`src/rtl/otter_fetch_window_if.sv`:
```
// Fetch-front-end bundle: redirect input, instruction-memory port and decode handshake.
// The master modport is the fetch unit; the slave modport is memory, decode and branch logic.
interface otter_fetch_window_if #(
  parameter int INSTR_WINDOW = 2,
  parameter int CNT_W        = 32
);
  logic                      REDIRECT_VALID;
  logic [31:0]               REDIRECT_PC;
  logic                      IMEM_EN;
  logic [31:0]               IMEM_ADDR;
  logic [32*INSTR_WINDOW-1:0] IMEM_RDATA;
  logic                      DEC_VALID;
  logic                      DEC_READY;
  logic [32*INSTR_WINDOW-1:0] DEC_PC;
  logic [32*INSTR_WINDOW-1:0] DEC_INSTR;
  logic [INSTR_WINDOW-1:0]   DEC_MASK;
  logic [CNT_W-1:0]          FETCH_COUNT;

  modport master (
    input  REDIRECT_VALID, REDIRECT_PC, IMEM_RDATA, DEC_READY,
    output IMEM_EN, IMEM_ADDR, DEC_VALID, DEC_PC, DEC_INSTR, DEC_MASK, FETCH_COUNT
  );

  modport slave (
    output REDIRECT_VALID, REDIRECT_PC, IMEM_RDATA, DEC_READY,
    input  IMEM_EN, IMEM_ADDR, DEC_VALID, DEC_PC, DEC_INSTR, DEC_MASK, FETCH_COUNT
  );
endinterface

```
`src/rtl/otter_fetch_window.sv`:
```
// Window-aligned fetch: one IMEM read per cycle, window reaches decode one cycle later.
// Redirect beats advance; decode back-pressure freezes the window and stops IMEM reads.
module otter_fetch_window #(
  parameter int          INSTR_WINDOW = 2,
  parameter logic [31:0] RESET_VEC    = 32'h0000_0000,
  parameter int          CNT_W        = 32
) (
  input logic                 CLK,
  input logic                 EXT_RESET_N,
  otter_fetch_window_if.master bus
);

  localparam int          WB       = 4 * INSTR_WINDOW;
  localparam logic [31:0] OFS_MASK = 32'(WB - 1);

  function automatic logic [31:0] base_of(input logic [31:0] x);
    return x & ~OFS_MASK;
  endfunction

  // Slots below the entry slot of the target hold instructions we must not issue.
  function automatic logic [INSTR_WINDOW-1:0] mask_of(input logic [31:0] x);
    logic [31:0]             slot;
    logic [INSTR_WINDOW-1:0] m;
    slot = (x & OFS_MASK) >> 2;
    m    = '0;
    for (int i = 0; i < INSTR_WINDOW; i++) begin
      m[i] = (32'(i) >= slot);
    end
    return m;
  endfunction

  function automatic logic [CNT_W-1:0] popcnt(input logic [INSTR_WINDOW-1:0] m);
    logic [CNT_W-1:0] n;
    n = '0;
    for (int i = 0; i < INSTR_WINDOW; i++) begin
      n = n + CNT_W'(m[i]);
    end
    return n;
  endfunction

  logic [31:0]             fetch_pc_q, fetch_pc_d;
  logic                    r_valid_q,  r_valid_d;
  logic [31:0]             r_base_q,   r_base_d;
  logic [INSTR_WINDOW-1:0] r_mask_q,   r_mask_d;
  logic [CNT_W-1:0]        count_q,    count_d;

  logic        advance;
  logic        issue;
  logic        xfer;
  logic [31:0] issue_pc;

  always_comb begin
    advance    = !r_valid_q || bus.DEC_READY;
    issue      = bus.REDIRECT_VALID || advance;
    xfer       = r_valid_q && bus.DEC_READY && !bus.REDIRECT_VALID;
    issue_pc   = bus.REDIRECT_VALID ? bus.REDIRECT_PC : fetch_pc_q;

    fetch_pc_d = fetch_pc_q;
    r_valid_d  = r_valid_q;
    r_base_d   = r_base_q;
    r_mask_d   = r_mask_q;
    count_d    = count_q;

    // A redirect overwrites the R stage, so the window it replaces is never counted.
    if (issue) begin
      r_valid_d  = 1'b1;
      r_base_d   = base_of(issue_pc);
      r_mask_d   = mask_of(issue_pc);
      fetch_pc_d = base_of(issue_pc) + 32'(WB);
    end
    if (xfer) begin
      count_d = count_q + popcnt(r_mask_q);
    end
  end

  always_ff @(posedge CLK or negedge EXT_RESET_N) begin
    if (!EXT_RESET_N) begin
      fetch_pc_q <= RESET_VEC;
      r_valid_q  <= 1'b0;
      r_base_q   <= '0;
      r_mask_q   <= '0;
      count_q    <= '0;
    end else begin
      fetch_pc_q <= fetch_pc_d;
      r_valid_q  <= r_valid_d;
      r_base_q   <= r_base_d;
      r_mask_q   <= r_mask_d;
      count_q    <= count_d;
    end
  end

  // While held in reset no read is launched and the address parks on the reset vector.
  assign bus.IMEM_EN   = EXT_RESET_N && issue;
  assign bus.IMEM_ADDR = !EXT_RESET_N ? base_of(fetch_pc_q) :
                         issue        ? base_of(issue_pc)   : r_base_q;

  assign bus.DEC_VALID   = r_valid_q;
  assign bus.DEC_MASK    = r_valid_q ? r_mask_q : '0;
  assign bus.DEC_INSTR   = bus.IMEM_RDATA;
  assign bus.FETCH_COUNT = count_q;

  for (genvar i = 0; i < INSTR_WINDOW; i++) begin : g_pc
    assign bus.DEC_PC[32*i +: 32] = r_valid_q ? (r_base_q + 32'(4 * i)) : 32'h0;
  end

endmodule
```
`src/flat_wrapper.sv`:
```
// flat-port wrapper written by rule: the top's interface ports become plain ports
module otter_fetch_window_flat 
#(
  parameter int          INSTR_WINDOW = 2,
  parameter logic [31:0] RESET_VEC    = 32'h0000_0000,
  parameter int          CNT_W        = 32
)
  (CLK, EXT_RESET_N, bus_REDIRECT_VALID, bus_REDIRECT_PC, bus_IMEM_RDATA, bus_DEC_READY, bus_IMEM_EN, bus_IMEM_ADDR, bus_DEC_VALID, bus_DEC_PC, bus_DEC_INSTR, bus_DEC_MASK, bus_FETCH_COUNT);
  otter_fetch_window_if #(.INSTR_WINDOW(INSTR_WINDOW), .CNT_W(CNT_W)) bus_i ();
  input logic CLK;
  input logic EXT_RESET_N;
  input wire logic [$bits(bus_i.REDIRECT_VALID)-1:0] bus_REDIRECT_VALID;
  input wire logic [$bits(bus_i.REDIRECT_PC)-1:0] bus_REDIRECT_PC;
  input wire logic [$bits(bus_i.IMEM_RDATA)-1:0] bus_IMEM_RDATA;
  input wire logic [$bits(bus_i.DEC_READY)-1:0] bus_DEC_READY;
  output wire logic [$bits(bus_i.IMEM_EN)-1:0] bus_IMEM_EN;
  output wire logic [$bits(bus_i.IMEM_ADDR)-1:0] bus_IMEM_ADDR;
  output wire logic [$bits(bus_i.DEC_VALID)-1:0] bus_DEC_VALID;
  output wire logic [$bits(bus_i.DEC_PC)-1:0] bus_DEC_PC;
  output wire logic [$bits(bus_i.DEC_INSTR)-1:0] bus_DEC_INSTR;
  output wire logic [$bits(bus_i.DEC_MASK)-1:0] bus_DEC_MASK;
  output wire logic [$bits(bus_i.FETCH_COUNT)-1:0] bus_FETCH_COUNT;
  assign bus_i.REDIRECT_VALID = bus_REDIRECT_VALID;
  assign bus_i.REDIRECT_PC = bus_REDIRECT_PC;
  assign bus_i.IMEM_RDATA = bus_IMEM_RDATA;
  assign bus_i.DEC_READY = bus_DEC_READY;
  assign bus_IMEM_EN = bus_i.IMEM_EN;
  assign bus_IMEM_ADDR = bus_i.IMEM_ADDR;
  assign bus_DEC_VALID = bus_i.DEC_VALID;
  assign bus_DEC_PC = bus_i.DEC_PC;
  assign bus_DEC_INSTR = bus_i.DEC_INSTR;
  assign bus_DEC_MASK = bus_i.DEC_MASK;
  assign bus_FETCH_COUNT = bus_i.FETCH_COUNT;
  otter_fetch_window #(.INSTR_WINDOW(INSTR_WINDOW), .RESET_VEC(RESET_VEC), .CNT_W(CNT_W)) u_core (.CLK(CLK), .EXT_RESET_N(EXT_RESET_N), .bus(bus_i));
endmodule
```
`config.mk`:
```
export PLATFORM = sky130hd
export DESIGN_NAME = otter_fetch_window_flat
export DESIGN_NICKNAME = d
export VERILOG_FILES = /design/src/rtl/otter_fetch_window_if.sv /design/src/rtl/otter_fetch_window.sv /design/src/flat_wrapper.sv
export SDC_FILE = /design/constraint.sdc
export NUM_CORES = 1
export LEC_CHECK = 0
export CAP_MARGIN = 5
export CORE_ASPECT_RATIO = 0.6
export CORE_MARGIN = 10
export CORE_UTILIZATION = 47
export CTS_CLUSTER_SIZE = 40
export DETAILED_ROUTE_END_ITERATION = 16
export HOLD_SLACK_MARGIN = 0.06
export PLACE_DENSITY = 0.86
export SLEW_MARGIN = 20
export SYNTH_ARGS = -nofsm -noshare
export SYNTH_HDL_FRONTEND = slang
export SYNTH_SLANG_ARGS = --single-unit
```
`constraint.sdc`:
```
create_clock -name CLK -period 7.44 [get_ports CLK]
set_clock_uncertainty 0.15 [all_clocks]
set_input_delay 1.488 -clock CLK [delete_from_list [all_inputs] [get_ports CLK]]
set_output_delay 1.488 -clock CLK [all_outputs]
set_load 0.005 [all_outputs]
```
# --- Word-level counts from Yosys, hierarchy flattened ---
# Cells that the tools add are included.
# Widths: inputs -> output; s select.
word_totals:
  reg_bits: 99
  output_inout_bits: 196
op_classes:
  addsub: 4
  magnitude_cmp: 2
  mux: 6
  n_reduce_logical: 7
op_table:
  columns: ["cell", "n"]
  rows:
  - ["$mux 32", 5]
  - ["$add 32x3->32 const B", 1]
  - ["$add 32x32->32", 1]
  - ["$add 32x4->32 const B", 1]
  - ["$logic_and 1x1->1", 3]
  - ["$add 1x1->2", 1]
  - ["$ge 1x1->1 const A", 2]
  - ["$logic_not 1->1", 2]
  - ["$logic_or 1x1->1", 2]
  - ["$mux 2", 1]

# --- Longest topological paths before layout ---
# Gate-level depths: netlist of the first run.
depth:
  depth_word: 5
  ltp_mapped: 12
  depth_no_buf: 10

# --- Worst setup path before layout of the first run ---
# Ideal clock, no wire load.
synth_timing:
  kind: "input to output"
  start: "in bus_REDIRECT_VALID"
  end: "out bus_IMEM_ADDR[3]"
  arrival_time_ns: 2.810
  required_time_ns: 5.802
  setup_slack_ns: 2.992
  path_stages: 8
  path_cell_list: "buf_6 buf_6 buf_6 buf_2 mux2_2 nor2_1 nor2_1 mux2_2"
synth_via:
  elab_chain_cells: 3
  elab_cells_between_ends: 4
  classes_between: "mux (3); reduce/logical (1)"
synth_lines:
  columns: ["item", "line", "text"]
  rows:
  - ["start: declaration", "flat_wrapper.sv:12", "input wire logic [$bits(bus_i.REDIRECT_VALID)-1:0] bus_REDIRECT_VALID;"]
  - ["$mux 32 or $logic_or 1x1->1 (tied branches)", "otter_fetch_window.sv:56, otter_fetch_window.sv:54", null]
  - ["$mux 32 *", null, null]
  - ["$mux 32 *", "otter_fetch_window.sv:94", "assign bus.IMEM_ADDR = !EXT_RESET_N ? base_of(fetch_pc_q) :"]
  - ["end: declaration", "flat_wrapper.sv:17", "output wire logic [$bits(bus_i.IMEM_ADDR)-1:0] bus_IMEM_ADDR;"]
# Mark *: on every way between the ends. The rest lies on a longest branch, timed or not.

# --- Worst setup path after layout of the first run ---
layout_timing:
  start: "in bus_DEC_READY"
  end: "out bus_IMEM_ADDR[26]"
layout_via:
  elab_chain_cells: 4
layout_lines:
  columns: ["item", "line", "text"]
  rows:
  - ["start: declaration", "flat_wrapper.sv:15", "input wire logic [$bits(bus_i.DEC_READY)-1:0] bus_DEC_READY;"]
  - ["$logic_or 1x1->1", "otter_fetch_window.sv:53", "advance = !r_valid_q || bus.DEC_READY;"]
  - ["$logic_or 1x1->1", "otter_fetch_window.sv:54", "issue = bus.REDIRECT_VALID || advance;"]
  - ["$mux 32", null, null]
  - ["$mux 32", "otter_fetch_window.sv:94", null]
# Every way passes these cells.

==> summary.txt, run 1 <==
Floorplan
  – DIE AREA: 20400 sq um
  – I/O Pins: between 200 and 300
  – Core Box Area: 14500 sq um
  – Row cnt: 34
  – Die Height: 115 microns
  – Die width: 178 microns
  – Starting density of the core: 0.482

GRT
  – Overflow after GRT: 0
  – Vias in the first global route: 5562
  – Initial antenna violation count: 3
  – GRT Total Usage: 0.182
  – Global-route wire length before repair: 30.2 mm
  – Largest net degree at the start of global routing: 85

CTS
  – Post-CTS Hold Fix Bufs: 0
  – CTS tree: built
  – Inserted Clock Buffers: 9
  – H-tree Lvls: 3
  – CTS max path bufs: 2
  – Clock root buffer: clkbuf_16
  – Clk sinks: 95
  – Post-CTS Resized: 0
  – Reg clk slew, reported paths: 0.07 ns
  – # Post-CTS Setup Buffers: 0
  – Clk_lat worst skew: 0.34 ns

Detailed routing
  – Avg WL per Cell: about 18 microns
  – Via count: ~5700
  – DRT iter0 DRCs: between 400 and 500
  – 1st-pass router iterations: 5
  – Routed Antenna Nets: 0
  – DRT Wirelength: 19.3 mm
  – DRC: 0
  – Vias/cell: 5.42

Synth
  – Ys Warns: 0
  – Register area share after synthesis: 0.339
  – Post-synth top flop: dfrtp_1
  – Syn Area/Cell: 9.04 sq um
  – Number of synthesized flops with an enable pin: 0
  – Synth Register Bits: 95
  – Mapped Area: 7010 sq um
  – Post-Syn Nets: approximately 880
  – Post-Syn Instances: 775
  – Synth cell types: 58
  – FFs w/ async S/R, synth: 1.00

STA
  – Fin crit share: 0.799
  – Final setup fails: 0
  – Worst-margin pin slew: 0.782 ns
  – Fin Setup TNS: 0 ns
  – Final WS setup: 1.49 ns
  – Max transition margin: 0.479
  – Final hold vios: 0
  – Unrepaired setup endpoints after global routing: no
  – Min Tclk post-route: slightly below 6 ns
  – Fmax: 0.168 GHz
  – Slew Viols, Final: 0

Min path
  – Worst Hold Class: flop to flop
  – Hold depth: 1
  – Hold path start: u_core.bus.FETCH_COUNT[31]
  – Hold EP: u_core.bus.FETCH_COUNT[31]

Worst setup path
  – Arr. time, crit path: 4.31 ns
  – Crit-path max FO: 25
  – CP Capture Type: output pin
  – Critical Path RT: 5.80 ns
  – R2r setup slk: 4.12 ns
  – Reg2Reg Depth: 11
  – Startpoint Class: primary input
  – Worst r2r src: u_core.r_mask_q[1]
  – Worst r2r dst: u_core.bus.FETCH_COUNT[26]
  – Kind of critical path: primary input to output pin

Placement
  – Placed instance count: 1039
  – Placement Setup Slack: 1.53 ns
  – PortBufs: 165
  – RD Place Congestion: 0.845
  – Detailed placer's ending HPWL: 14.9 mm

Cells and area
  – FILL cells: around 1300
  – Cell Count, Final, Fillers Out: 1058
  – Synth-to-layout area growth: 22.4%
  – Most frequent cells in the layout: 163 x clkdlybuf4s50_1, 95 x dfrtp_1, 87 x nand2_1, 60 x xnor2_1, 54 x and2_1
  – Area occupied by multi-input gates: between 3000 and 4000 sq um
  – Final Net Count: 959
  – Commonest non-fill, non-tap cell in the layout: clkdlybuf4s50_1
  – Share of cells above drive strength 1: 0.0851
  – Reg area: 2380 sq um

Power and ir drop
  – Leakage power figure: about 3.5 nW
  – VDD IR max: 0.000117 V
  – Pwr Density: roughly 180 nW/um^2
  – Total power: 1.52 mW

Job
  – Max cap viols: 0

Outcome
  – Status: finished clean
sequential cells by signal, indices dropped and copies added, names as in the netlist:
| register | flops |
|---|---|
| u_core.r_base_q | 32 |
| u_core.bus.FETCH_COUNT | 32 |
| u_core.r_mask_q | 2 |
| u_core.fetch_pc_q | 29 |
cell usage after synthesis, types with 10 or more instances:
library cell | count | share of area
o21ai_0 | 41 | 0.029
clkbuf_1 | 19 | 0.010
nor3_1 | 11 | 0.0079
nand3_1 | 31 | 0.022
nand2_1 | 87 | 0.047
xnor2_1 | 60 | 0.075
and3_1 | 18 | 0.016
inv_1 | 10 | 0.0054
nand4_1 | 22 | 0.020
dfrtp_1 | 95 | 0.34
buf_2 | 11 | 0.0079
and2_1 | 54 | 0.048
buf_4 | 70 | 0.075
xor2_1 | 37 | 0.046
a21oi_1 | 15 | 0.011
nor2_1 | 37 | 0.020
mux2_2 | 31 | 0.050
mux2i_1 | 45 | 0.064
logic make-up (layout without fill, tap and decap cells):
logic type	Yosys count	after routing	synth area share
multiplexers	76	76	0.114
AND/OR/NAND/NOR	310	310	0.246
buffers and inverters	114	197	0.104
AO/OA/AOI/OAI	76	76	0.0636
adder cells (fa/ha/maj)	6	6	0.0118
flip-flops	95	95	0.339
other	1	3	0.000535
XOR/XNOR	97	97	0.121
how the worst max path moves through the flow:
stage,from,end,slack (ns),cells past startpoint
floorplan,bus_REDIRECT_VALID,bus_IMEM_ADDR[3],2.99,8
global placement,bus_DEC_READY,bus_IMEM_ADDR[31],1.60,7
detailed placement,bus_DEC_READY,bus_IMEM_ADDR[26],1.53,7
CTS,bus_DEC_READY,bus_IMEM_ADDR[26],1.52,7
global route,bus_DEC_READY,bus_IMEM_ADDR[26],1.40,7
finish,bus_DEC_READY,bus_IMEM_ADDR[26],1.49,7
stage by stage:
step                utilization  cell area, sq um  hold WS [ns]
floorplan                     -              7010         0.310
global placement          0.567              8250         0.313
detailed placement        0.567              8250         0.323
CTS                       0.588              8550         0.333
global route              0.589              8570         0.363
finish                    0.590              8580         0.326
final cells by class:
type                            instances  share of cell area
Antenna cell                            2            0.000583
Multi-Input combinational cell        566               0.455
Inverter                               10             0.00438
Timing Repair Buffer                  171               0.199
Clock inverter                          7             0.00904
Tap cell                              198              0.0289
Sequential cell                        95               0.277
Clock buffer                            9              0.0263
metal layers:
layer / GRT usage / up-vias / part of all wire
met3: 0.0916 / 15 / 0.13
li1: - / 2738 / -
met2: 0.258 / 260 / 0.41
met1: 0.247 / 2720 / 0.46
met5: 0 / - / 0.00088
met4: 0.0282 / 2 / 0.0066
critical path, cell delays in order:
cell             delay [ns]
clkdlybuf4s50_1        0.51
and2b_2                0.70
buf_4                  0.40
mux2i_1                0.24
o21ai_0                0.12
mux2_2                 0.31
clkdlybuf4s50_1        0.50
power by group:
group	switching [mW]	leakage [nW]	internal, mW
clock	0.210	0.147	0.264
combinational	0.170	2.13	0.224
sequential	0.0817	1.18	0.567
total	0.462	3.46	1.06
(Power assumes the default switching activity.)
==> run 2: changes to the inputs <==
--- a/config.mk
+++ b/config.mk
@@ -8,11 +8,11 @@
 export CAP_MARGIN = 5
 export CORE_ASPECT_RATIO = 0.6
 export CORE_MARGIN = 10
-export CORE_UTILIZATION = 47
+export CORE_UTILIZATION = 44
 export CTS_CLUSTER_SIZE = 40
 export DETAILED_ROUTE_END_ITERATION = 16
 export HOLD_SLACK_MARGIN = 0.06
-export PLACE_DENSITY = 0.86
+export PLACE_DENSITY = 0.81
 export SLEW_MARGIN = 20
 export SYNTH_ARGS = -nofsm -noshare
 export SYNTH_HDL_FRONTEND = slang
==> constraint.sdc (replaced) <==
create_clock -name CLK -period 5.85 [get_ports CLK]
set_clock_uncertainty 0.15 [all_clocks]
set_input_delay 1.17 -clock CLK [delete_from_list [all_inputs] [get_ports CLK]]
set_output_delay 1.17 -clock CLK [all_outputs]
set_load 0.005 [all_outputs]
==> run 2 against run 1 <==
Against the previous run: critical path depth unchanged; first-iteration DRC count is 13% lower; clock power increased by 17%; final cell count is 0.76% higher; power rose by 24%; non-clock buffer count rose by 3; count of clock-buffer cells in the layout grew 1; highest routed layer unchanged; via count up 0.96%; utilization down 3.4 points; hold slack improved by 0.0023 ns; sequential share of layout area hardly changed; routed wire length hardly changed.
==> summary.txt, run 2 (same netlist as run 1, synthesis figures left out) <==
Power and ir drop
  – Total power: 1.88 mW (was 1.52 mW)
  – Leakage power figure: 3.45 nW (was 3.46 nW)
  – Pwr Density: 219 nW/um^2 (was 177 nW/um^2)
  – VDD IR max: 0.000142 V (was 0.000117 V)

STA
  – Unrepaired setup endpoints after global routing: no (unchanged)
  – Fin Setup TNS: 0 ns (unchanged)
  – Fin crit share: 0.836
  – Slew Viols, Final: 0 (unchanged)
  – Worst-margin pin slew: 0.928 ns (was 0.782 ns)
  – Final setup fails: 0 (unchanged)
  – Final hold vios: 0 (unchanged)
  – Fmax: roughly 0.20 GHz
  – Final WS setup: 0.961 ns (was 1.49 ns)
  – Min Tclk post-route: 4.89 ns
  – Worst hold slack: 0.328 ns (was 0.326 ns)
  – Max transition margin: 0.381 (was 0.479)

Worst setup path
  – Critical Path RT: 4.53 ns (was 5.80 ns)
  – Startpoint Class: primary input (unchanged)
  – Arr. time, crit path: 3.57 ns (was 4.31 ns)
  – Crit-path max FO: 31 (was 25)
  – Kind of critical path: primary input to output pin (unchanged)
  – Worst path cell trace: clkdlybuf4s50_1 -> and2b_2 -> buf_12 -> mux2i_1 -> o21ai_0 -> mux2_2 -> clkdlybuf4s50_1 (was clkdlybuf4s50_1 -> and2b_2 -> buf_4 -> mux2i_1 -> o21ai_0 -> mux2_2 -> clkdlybuf4s50_1)
  – Most frequent CP cell: clkdlybuf4s50_1 (unchanged)
  – Slowest Stage Delay on Critical Path: 0.52 ns (was 0.70 ns)
  – Slowest-stage cell, CP: clkdlybuf4s50_1 (was and2b_2)
  – CP Capture Type: output pin (unchanged)

Detailed routing
  – DR WL met2: 7.50 mm (was 7.89 mm)
  – Routed Antenna Nets: 0 (unchanged)
  – Vias/cell: 5.43 (was 5.42)
  – DRC: 0 (unchanged)
  – Met1 WL: 9.46 mm (was 8.87 mm)
  – DRT Wirelength: 19.3 mm (about the same)
  – Wire length on met3: 2.26 mm (was 2.43 mm)
  – Avg WL per Cell: 18.1 microns (was 18.3 microns)
  – Via count: 5790 (was 5735)
  – 1st-pass router iterations: 5 (unchanged)
  – DRT iter0 DRCs: 402 (was 463)
  – Max Used Layer: met5 (unchanged)

CTS
  – CTS tree: built (unchanged)
  – Inserted Clock Buffers: 9 (unchanged)
  – Reg clk slew, reported paths: 0.07 ns (about the same)
  – Clk_lat worst skew: 0.34 ns (about the same)
  – Post-CTS Hold Fix Bufs: 0 (unchanged)
  – Post-CTS Resized: 0 (unchanged)
  – CTS max path bufs: 2 (unchanged)
  – Clock root buffer: clkbuf_16 (unchanged)
  – H-tree Lvls: 3 (unchanged)
  – # Post-CTS Setup Buffers: 0 (unchanged)
  – Clk sinks: 95 (unchanged)

Floorplan
  – Starting density of the core: 0.453 (was 0.482)
  – Core Box Area: 15500 sq um (was 14500 sq um)
  – DIE AREA: 21500 sq um (was 20400 sq um)
  – I/O Pins: 296 (unchanged)
  – Die width: 183 microns (was 178 microns)
  – Row cnt: 35 (was 34)
  – Die Height: 118 microns (was 115 microns)

Cells and area
  – Reg area: 2380 sq um (about the same)
  – FILL cells: 1398 (was 1260)
  – Most frequent cells in the layout: 163 x clkdlybuf4s50_1, 94 x dfrtp_1, 87 x nand2_1, 60 x xnor2_1, 54 x and2_1 (was 163 x clkdlybuf4s50_1, 95 x dfrtp_1, 87 x nand2_1, 60 x xnor2_1, 54 x and2_1)
  – Area occupied by multi-input gates: 3900 sq um (unchanged)
  – Synth-to-layout area growth: 22.6% (was 22.4%)
  – Finished Core Util: 0.556 (was 0.590)
  – Share of cells above drive strength 1: 0.0883 (was 0.0851)
  – Final Net Count: 962 (was 959)
  – Commonest non-fill, non-tap cell in the layout: clkdlybuf4s50_1 (unchanged)
  – Finished Cell Area: 8590 sq um (was 8580 sq um)
  – Cell Count, Final, Fillers Out: 1066 (was 1058)

Placement
  – Placement Setup Slack: 0.973 ns (was 1.53 ns)
  – Post-DP Area: 8310 sq um (was 8250 sq um)
  – PortBufs: 165 (unchanged)
  – RD Place Congestion: 0.842 (was 0.845)
  – Detailed placer's ending HPWL: 14.9 mm (about the same)
  – Placed instance count: 1048 (was 1039)

GRT
  – Global-route wire length before repair: 30.6 mm (was 30.2 mm)
  – Initial antenna violation count: 3 (unchanged)
  – GRT Total Usage: 0.172 (was 0.182)
  – Overflow after GRT: 0 (unchanged)
  – Largest net degree at the start of global routing: 70 (was 85)
  – Vias in the first global route: 5373 (was 5562)

Min path
  – Worst Hold Class: flop to flop (unchanged)

Job
  – Max cap viols: 0 (unchanged)

Outcome
  – Status: finished clean (unchanged)
-- run 2: changes by cell type in the layout (fill, tap and decap cells not counted), sizes merged --
cell / previous run / this run
buf: 8 / 11
clkinvlp: 1 / 3
bufinv: 1 / 0
clkbuf: 9 / 10
clkinv: 2 / 1
inv: 13 / 12
-- run 2: final timing paths --
kind                                             from                          to  slack, ns  depth (start not counted)
max                                     bus_DEC_READY           bus_IMEM_ADDR[30]       0.96                          7
min                        u_core.bus.FETCH_COUNT[31]  u_core.bus.FETCH_COUNT[31]       0.33                          1
max reg2reg                        u_core.r_mask_q[1]  u_core.bus.FETCH_COUNT[26]       2.29                         10
min reg2reg                u_core.bus.FETCH_COUNT[31]  u_core.bus.FETCH_COUNT[31]       0.33                          1
max in group asynchronous                 EXT_RESET_N  u_core.bus.FETCH_COUNT[20]       4.08                          3
min in group asynchronous                 EXT_RESET_N  u_core.bus.FETCH_COUNT[11]       0.63                          1
-- run 2: area by class of cell --
class | count | share of cell area
Multi-Input combinational cell | 566 | 0.454
Inverter | 10 | 0.00437
Sequential cell | 95 | 0.277
Antenna cell | 2 | 0.000582
Clock inverter | 6 | 0.00524
Timing Repair Buffer | 174 | 0.202
Clock buffer | 10 | 0.0266
Tap cell | 203 | 0.0296
-- run 2: layer usage --
metal	vias to the layer above	GRT usage
met5	-	0
met1	2763	0.252
met3	11	0.0823
met2	255	0.224
met4	2	0.0256
li1	2759	-
-- run 2: report_power, final --
group	switching, mW	leakage (nW)	internal (mW)	total, mW
logic	0.212	2.15	0.287	0.499
registers	0.108	1.18	0.721	0.829
clock network	0.265	0.126	0.291	0.556
-- run 2: worst max-delay path: cells and delay by family --
kind	cells	cell delay, ns
buf+inv	3	1.30
mux	2	0.51
simple gates	1	0.42
compound gates	1	0.13
==> run 3: changes to the inputs <==
==> constraint.sdc (replaced) <==
create_clock -name CLK -period 4.8 [get_ports CLK]
set_clock_uncertainty 0.15 [all_clocks]
set_input_delay 0.96 -clock CLK [delete_from_list [all_inputs] [get_ports CLK]]
set_output_delay 0.96 -clock CLK [all_outputs]
set_load 0.005 [all_outputs]
==> run 3 against run 2 <==
Against the previous run: design area grew 1.2%; global-route usage is essentially flat; via count shrank 0.71%; power grew 29%; routed wire length shrank 0.14%; largest cell class unchanged; first-iteration DRC count grew 17%.
==> summary.txt, run 3 (same netlist as run 1, synthesis figures left out) <==
Floorplan
  – Die width: 183 microns (unchanged)
  – I/O Pins: 296 (unchanged)
  – Starting density of the core: 0.453 (unchanged)
  – DIE AREA: 21500 sq um (unchanged)
  – Row cnt: 35 (unchanged)
  – Die Height: 118 microns (unchanged)
  – Core Box Area: 15500 sq um (unchanged)

Worst setup path
  – Arr. time, crit path: 3.35 ns (was 3.57 ns)
  – Slowest Stage Delay on Critical Path: 0.50 ns (was 0.52 ns)
  – Kind of critical path: primary input to output pin (unchanged)
  – Worst r2r src: u_core.r_mask_q[1] (unchanged)
  – Critical Path RT: 3.69 ns (was 4.53 ns)
  – CP startpoint: bus_DEC_READY (unchanged)
  – CP Capture Type: output pin (unchanged)
  – Slowest-stage cell, CP: clkdlybuf4s50_1 (unchanged)
  – Crit-path max FO: 15 (was 31)
  – Crit path buf inv count: 3 (unchanged)
  – Crit path max-delay family: buffers and inverters (unchanged)
  – Worst path cell trace: clkdlybuf4s50_1 -> and2b_2 -> buf_4 -> mux2i_1 -> o21ai_0 -> mux2_2 -> clkdlybuf4s50_1 (was clkdlybuf4s50_1 -> and2b_2 -> buf_12 -> mux2i_1 -> o21ai_0 -> mux2_2 -> clkdlybuf4s50_1)
  – Most frequent CP cell: clkdlybuf4s50_1 (unchanged)
  – Startpoint Class: primary input (unchanged)

CTS
  – Clk_lat worst skew: 0.34 ns (about the same)
  – Post-CTS Resized: 0 (unchanged)
  – CTS max path bufs: 2 (unchanged)
  – Clock root buffer: clkbuf_16 (unchanged)
  – Reg clk slew, reported paths: 0.07 ns (about the same)
  – # Post-CTS Setup Buffers: 0 (unchanged)
  – Clk sinks: 95 (unchanged)
  – Post-CTS Hold Fix Bufs: 0 (unchanged)
  – CTS tree: built (unchanged)
  – Inserted Clock Buffers: 9 (unchanged)
  – H-tree Lvls: 3 (unchanged)

Min path
  – Worst Hold Class: flop to flop (unchanged)
  – Hold path start: u_core.bus.FETCH_COUNT[31] (unchanged)

STA
  – Unrepaired setup endpoints after global routing: no (unchanged)
  – Min Tclk post-route: approximately 4.5 ns
  – Final hold vios: 0 (unchanged)
  – Fin crit share: 0.929
  – Final setup fails: 0 (unchanged)
  – Slew Viols, Final: 0 (unchanged)
  – Worst-margin pin slew: 0.691 ns (was 0.928 ns)
  – Fmax: 0.224 GHz
  – Fin Setup TNS: 0 ns (unchanged)
  – Max transition margin: 0.539 (was 0.381)

Placement
  – Placed instance count: 1055 (was 1048)
  – PortBufs: 165 (unchanged)
  – Detailed placer's ending HPWL: 15.1 mm (was 14.9 mm)
  – RD Place Congestion: 0.841 (was 0.842)

Detailed routing
  – 1st-pass router iterations: 5 (unchanged)
  – DRT Wirelength: 19.3 mm (about the same)
  – DRC: 0 (unchanged)
  – Via count: 5749 (was 5790)
  – Avg WL per Cell: 18.0 microns (was 18.1 microns)
  – DRT iter0 DRCs: 470 (was 402)
  – Routed Antenna Nets: 0 (unchanged)
  – Vias/cell: 5.36 (was 5.43)

Power and ir drop
  – Leakage power figure: 3.53 nW (was 3.45 nW)
  – Pwr Density: 278 nW/um^2 (was 219 nW/um^2)
  – VDD IR max: 0.000200 V (was 0.000142 V)

GRT
  – Initial antenna violation count: 2 (was 3)
  – Global-route wire length before repair: 30.7 mm (was 30.6 mm)
  – Overflow after GRT: 0 (unchanged)
  – Largest net degree at the start of global routing: 63 (was 70)
  – GRT Total Usage: 0.173 (was 0.172)
  – Vias in the first global route: 5446 (was 5373)

Cells and area
  – Most frequent cells in the layout: 163 x clkdlybuf4s50_1, 94 x dfrtp_1, 87 x nand2_1, 60 x xnor2_1, 54 x and2_1 (unchanged)
  – Cell Count, Final, Fillers Out: 1073 (was 1066)
  – Commonest non-fill, non-tap cell in the layout: clkdlybuf4s50_1 (unchanged)
  – Synth-to-layout area growth: 24.1% (was 22.6%)
  – Reg area: 2380 sq um (unchanged)
  – Share of cells above drive strength 1: 0.0968 (was 0.0883)
  – Final Net Count: 969 (was 962)
  – Area occupied by multi-input gates: 3900 sq um (unchanged)
  – FILL cells: 1358 (was 1398)

Job
  – Max cap viols: 0 (unchanged)

Outcome
  – Status: finished clean (unchanged)
-- run 3: through the flow --
step | power [mW] | area (sq um) | hold slack [ns] | util | setup slack, ns
after floorplan | 1.32 | 7010 | 0.310 | - | 1.41
after global placement | 1.62 | 8370 | 0.310 | 0.541 | 0.370
after detailed placement | 1.64 | 8370 | 0.315 | 0.541 | 0.329
after CTS | 2.44 | 8690 | 0.326 | 0.562 | 0.331
after global routing | 2.55 | 8690 | 0.375 | 0.562 | 0.179
final | 2.42 | 8700 | 0.320 | 0.563 | 0.341
-- run 3: path summary, 6_finish.rpt --
path | to | cells past startpoint | slack, ns
min in group asynchronous | u_core.r_mask_q[1] | 1 | 0.49
min reg2reg | u_core.bus.FETCH_COUNT[31] | 1 | 0.32
max in group asynchronous | u_core.fetch_pc_q[21] | 3 | 3.25
max | bus_IMEM_ADDR[19] | 7 | 0.34
min | u_core.bus.FETCH_COUNT[31] | 1 | 0.32
max reg2reg | u_core.bus.FETCH_COUNT[26] | 10 | 1.67
-- run 3: layout make-up --
| class | count | share of cell area |
|---|---|---|
| diodes | 2 | 0.000575 |
| well taps | 203 | 0.0292 |
| flip-flops and latches | 95 | 0.273 |
| inverters | 10 | 0.00432 |
| clock buffers | 9 | 0.0259 |
| clock inverters | 7 | 0.0118 |
| repair buffers | 181 | 0.206 |
| multi-input cells | 566 | 0.449 |
-- run 3: power breakdown --
| part | internal (mW) | leakage [nW] | switching (mW) |
|---|---|---|---|
| Combinational | 0.353 | 2.18 | 0.266 |
| Clock | 0.465 | 0.163 | 0.332 |
| Sequential | 0.878 | 1.18 | 0.127 |
| Total | 1.70 | 3.53 | 0.725 |
-- run 3: layer usage --
metal  wire [microns]  track usage  share of wire  vias to the layer above
li1                 -            -              -                     2764
met1             9670        0.251           0.50                     2727
met2             7330        0.224           0.38                      247
met3             2180       0.0826           0.11                       11
met4              133       0.0306         0.0069                        0
met5                0            0              0                        -
